File: src/rtl/kanagawa_skid_fifo_write_buffer.sv
// Write-side skid buffer between a producer and a FIFO write port.
// full_out is a flop, so timing from the FIFO full flag never reaches the producer.
module kanagawa_skid_fifo_write_buffer #(
  parameter int WIDTH = 16,
  parameter int DEPTH = 2
) (
  input  logic             clk,
  input  logic             rst,
  input  logic             wrreq_in,
  input  logic [WIDTH-1:0] data_in,
  output logic             full_out,
  output logic             wrreq_out,
  output logic [WIDTH-1:0] data_out,
  input  logic             full_in,
  output logic             overflow_out
);

  if (DEPTH == 0) begin : g_pass
    logic unused_clk_rst;
    assign unused_clk_rst = clk ^ rst;

    assign wrreq_out    = wrreq_in;
    assign data_out     = data_in;
    assign full_out     = full_in;
    assign overflow_out = 1'b0;
  end else begin : g_skid
    localparam int PTR_W = (DEPTH > 1) ? $clog2(DEPTH) : 1;
    localparam int CNT_W = $clog2(DEPTH + 1);

    logic [WIDTH-1:0] mem_q [DEPTH];
    logic [PTR_W-1:0] rd_ptr_q, rd_ptr_d;
    logic [PTR_W-1:0] wr_ptr_q, wr_ptr_d;
    logic [CNT_W-1:0] count_q, count_d;
    logic             full_q, full_d;
    logic             ovf_q, ovf_d;
    logic             push, pop;

    // Pointers wrap explicitly so DEPTH need not be a power of two.
    function automatic logic [PTR_W-1:0] ptr_inc(input logic [PTR_W-1:0] p);
      return (p == PTR_W'(DEPTH - 1)) ? '0 : p + 1'b1;
    endfunction

    // NOTE: every always_comb output gets a default first so no latch is inferred.
    always_comb begin
      push     = wrreq_in & ~full_q;
      pop      = (count_q != '0) & ~full_in;
      rd_ptr_d = rd_ptr_q;
      wr_ptr_d = wr_ptr_q;
      if (push) wr_ptr_d = ptr_inc(wr_ptr_q);
      if (pop)  rd_ptr_d = ptr_inc(rd_ptr_q);
      count_d  = count_q + CNT_W'(push) - CNT_W'(pop);
      full_d   = (count_d == CNT_W'(DEPTH));
      ovf_d    = ovf_q | (wrreq_in & full_q);
    end

    // NOTE: sequential state uses non-blocking assignments only.
    always_ff @(posedge clk or posedge rst) begin
      if (rst) begin
        rd_ptr_q <= '0;
        wr_ptr_q <= '0;
        count_q  <= '0;
        full_q   <= 1'b0;
        ovf_q    <= 1'b0;
      end else begin
        rd_ptr_q <= rd_ptr_d;
        wr_ptr_q <= wr_ptr_d;
        count_q  <= count_d;
        full_q   <= full_d;
        ovf_q    <= ovf_d;
      end
    end

    // NOTE: storage has no reset; count_q alone decides which entries are live.
    always_ff @(posedge clk) begin
      if (push) mem_q[wr_ptr_q] <= data_in;
    end

    assign wrreq_out    = pop;
    assign data_out     = mem_q[rd_ptr_q];
    assign full_out     = full_q;
    assign overflow_out = ovf_q;
  end

endmodule

File: config.mk
export PLATFORM = sky130hd
export DESIGN_NAME = kanagawa_skid_fifo_write_buffer
export DESIGN_NICKNAME = d
export VERILOG_FILES = /design/src/rtl/kanagawa_skid_fifo_write_buffer.sv
export SDC_FILE = /design/constraint.sdc
export NUM_CORES = 1
export LEC_CHECK = 0
export ABC_AREA = 1
export CAP_MARGIN = 20
export CORE_MARGIN = 2
export CORE_UTILIZATION = 42
export CTS_CLUSTER_DIAMETER = 80
export DETAILED_ROUTE_END_ITERATION = 12
export PLACE_DENSITY = 0.84
export SYNTH_ARGS = -nofsm -noshare
export SYNTH_HDL_FRONTEND = slang
export SYNTH_SLANG_ARGS = --single-unit
File: constraint.sdc
create_clock -name clk -period 1.4 [get_ports clk]
set_input_delay 0.42 -clock clk [delete_from_list [all_inputs] [get_ports clk]]
set_output_delay 0.42 -clock clk [all_outputs]
set_load 0.005 [all_outputs]
; ---- Word level (Yosys, flattened, before mapping)
; Memory sizes are Yosys's and may differ from the RTL's.
; Cells that the tools add are included.
[word_totals]
register_bits = 6
ramBits = 32
in_bits = 20
word_cells = 22
memories = 1
[memory_table]
columns = name, words, width, read_ports, rd_ports_with_merged_regs, write_ports, line_no
row1 = g_skid.mem_q, 2, 16, 1, 0, 1, 30  ; logic [WIDTH-1:0] mem_q [DEPTH];
[classes]
n_addsub = 4
n_eq_ne = 1
muxes = 4
bitwise = 6
n_reduce_logical = 1
[ops]
columns = operator, n
row1 = $mux W1, 4
row2 = $and A1 B1 Y1, 3
row3 = $add A1 B1 Y1 const B, 2
row4 = $add A2 B1 Y2, 1
row5 = $eq A2 B2 Y1 const B, 1
row6 = $not A1 Y1, 2
row7 = $reduce_bool A2 Y1, 1
row8 = $sub A2 B1 Y2, 1
row9 = $or A1 B1 Y1, 1

; ---- Depth between registers and ports, before layout
[logic_depth]
depth_word = 5
mapped_depth = 11
depth_no_buf = 11

; ---- Worst setup path before layout
; Ideal clock, no wire load.
[synth_timing]
path_kind = register -> register
start = register g_skid.full_q (netlist: full_out)
end = memory g_skid.mem_q[1][0] (enable)
setup_ps = 388
arrival_ps = 1243
setup_slack_ps = -232
stages_incl_launch_ff = 4
synth_period_minus_slack_ps = 1632
cell_sequence = dfrtp_1 > inv_1 > nand2_1 > nor2_1
[synth_between]
elab_chain_len = 4
[synth_lines]
columns = element, line_no
row1 = from (decl), 34  ; logic full_q, full_d;
row2 = from (signal assigned), 68  ; full_q <= full_d;
row3 = $not A1 Y1, 45  ; push = wrreq_in & ~full_q;
row4 = $and A1 B1 Y1, 45
row5 = $mux W1, 75  ; if (push) mem_q[wr_ptr_q] <= data_in;
row6 = $mux W1 (implied by the code), 75
row7 = to (decl), 30
; Every way passes these cells.

; ---- Worst setup path in the final report
[layout_timing]
start = register g_skid.rd_ptr_q
end = output data_out[8]
[layout_between]
elab_chain_len = 1
[layout_lines]
columns = element, line_no
row1 = from (decl), 31  ; logic [PTR_W-1:0] rd_ptr_q, rd_ptr_d;
row2 = from (signal assigned), 65  ; rd_ptr_q <= rd_ptr_d;
row3 = $mem_v2 Z2 W16, -
row4 = to (decl), 13  ; output logic [WIDTH-1:0] data_out,
; Every way passes these cells.

==> results.cfg <==
[detailed_routing]
postRouteAntennaNets = 0
drc = 0
drt_first_pass_iters = 4
wl_per_cell_um = 14.94
via_per_inst = 4.538
wirelength_um = 2973
vias = 903
drt-initial-drc-count = 20

[final_layout]
num_antenna_cells = 0
fin_util = 0.6886
nNetsFinal = 174
instances_no_fill = 199
drive_gt1_frac = 0.5490
regArea_um2 = 1111
multi_input_area_um2 = 406.6
syn_to_final_growth_pct = 55.81
fin_area_um2 = 2316
num-fill-cells = 249

[synthesis]
yosys_warnings = 0
syn_avg_cell_area_um2 = 18.35
ys_top_cells_by_area = edfxtp_1 65%, dfrtp_1 10%, mux2_4 9.1%, mux2_2 5.3%, inv_1 2.3%
ys_types = 15
netlist.area_leader.share = 0.6465
yosysTopAreaCell = edfxtp_1
yosysSeqAreaShare = 0.7475
synth_nets = 103
synth.cell_area_um2 = 1486
synthCells = 81
ys_ff_latch = 38

[global_route]
antenna_found_initial = 0
grt_pass1_vias = 1003
grt_max_degree = 12
grt_pass1_wl_um = 4643
grt-ovfl-total = 0
grt_use_total = 0.1590

[worst_setup_path]
cp_max_fo = 4
worstPathCellList = buf_6 > buf_4 > mux2_4 > buf_6
r2r-start = full_out
crit_top_cell = buf_6
cpMaxStageDelayCell = dfrtp_1
r2r_end = g_skid.count_q[1]
cp_data_arrival_time_ns = 1.45
cp-startpoint = g_skid.rd_ptr_q
critPathKind = register to output port
rr_worst_depth = 12
required_ns = 0.98
critical_path.max_stage_delay_ns = 0.43
start_kind = register
end_kind = output port
rrSetupSlack_ns = -0.14

[placed_design]
portBuffers = 38
dp.cells = 175
gp_congestion = 0.7003
dp_hpwl_um = 2032
pre_cts_ws_ns = -0.6660
placed_area_um2 = 1986

[floorplan]
die-area_um2 = 4031
die_width_um = 63.49
start_util = 0.4420
ioPinCount = 39
die_h_um = 63.49
rows = 21
core_area_um2 = 3363

[sta]
finalMaxSlewViolations = 0
fin_ws_ns = -0.4703
tightest_slew_ns = 0.2296
finalSetupViolations = 20
hold_viol_final = 0
finalCritPeriodShare = 1.336
rsz0062_at_grt = true
fmax_mhz = 534.7
period_minus_slack_ns = 1.870
skew_ns = 0.008631
slew_headroom = 0.8468

[outcome]
violations = negative setup slack
status = finished with violations

[clocking]
cts_tree = built
htreeDepth = 2
insertion_delay_ns = 0.33
clock-sinks = 38
clock_path_buffers = 2
clkTransAtPathRegs_ns = 0.10
cts_buffers = 5
holdBufCountCts = 0
clockRootBuffer = clkbuf_4

[pwr]
powerDensity_nw_per_um2 = 1902
power.leakage_nw = 0.9599
ir_drop_v = 0.001024
power_mw = 4.404

[hold_path]
hold_class = input port to async pin

[run]
drv_cap = 0
layer usage:
| layer | track usage | wire (um) |
|---|---|---|
| met2 | 0.3000 | 1673 |
| met5 | 0 | 0 |
| met1 | 0.1444 | 1055 |
| met4 | 0.09783 | 85 |
| met3 | 0.05000 | 158 |
sequential cells by signal, summed over array words and instances, names as in the netlist:
register,count
g_skid.mem_q,32
g_skid.count_q,2
full_out,1
g_skid.rd_ptr_q,1
g_skid.wr_ptr_q,1
overflow_out,1
cells by family after synthesis:
kind of cell | after synthesis | synth area share
flip-flops | 38 | 0.7475
multiplexers | 16 | 0.1439
buffers and inverters | 11 | 0.04377
AND/OR/NAND/NOR | 10 | 0.02609
AO/OA/AOI/OAI | 2 | 0.01010
XOR/XNOR | 2 | 0.01179
adder cells (fa/ha/maj) | 2 | 0.01683
cells in the mapped netlist:
master and number:
xor2_1 1, a21o_1 1, nand2_1 6, nand3_1 1, nor2_1 3, mux2_4 9
buf_12 1, edfxtp_1 32, buf_6 1, dfrtp_1 6, mux2_2 7, ha_1 2
inv_1 9, xnor2_1 1, o21bai_1 1
cells in the final DEF (no fill, tap or decap), types with 3 or more instances in the layout:
cell type and n:
edfxtp_1 32, buf_6 31, clkdlybuf4s50_1 17, mux2_4 15, buf_4 13, dfrtp_1 6
inv_1 5, nand2_2 5, clkbuf_4 5, inv_2 3
power breakdown:
part	internal, mW	switching [mW]	leakage, nW
Sequential	1.53	0.126	0.364
Clock	0.189	0.328	0.0297
Combinational	1.41	0.819	0.566
Total	3.13	1.27	0.960
worst max-delay path: cells and delay by family (launching register included):
kind	cells	cell delay, ns
muxes	1	0.30
DFF	1	0.43
buffers and inverters	3	0.38
area by class of cell:
class,count,share of cell area
multi-input combinational,32,0.1756
sequential,38,0.4797
clock buffer,6,0.01783
timing repair buffer,66,0.2826
inverter,9,0.01567
tap,46,0.02485
clock inverter,2,0.003782
metrics by stage:
step                hold slack [ns]  TNS (ns)
finish                       0.2840    -7.598
global route                 0.2839    -8.705
CTS                          0.2761    -7.505
detailed placement           0.4672    -22.85
global placement             0.4416    -19.62
floorplan                    0.2110    -7.632
worst max path at each step:
| stage | to | depth (start not counted) | slack, ns |
|---|---|---|---|
| 6_report | data_out[8] | 4 | -0.47 |
| 5_1_grt | data_out[8] | 4 | -0.52 |
| 4_1_cts | data_out[12] | 4 | -0.49 |
| 3_5_place_dp | full_out | 12 | -0.67 |
| 3_3_place_gp | wrreq_out | 4 | -0.56 |
| 2_1_floorplan | g_skid.mem_q[1][0] | 3 | -0.23 |
repair_timing:
item | 4_1_cts | 5_1_grt
resized for setup | 122 | 10
gates cloned | 0 | 0
setup endpoints to repair | 54 | 31
pin swaps | 8 | 8
buffers inserted | 13 | 4
No activity file was read; power rests on OpenSTA's default activity.
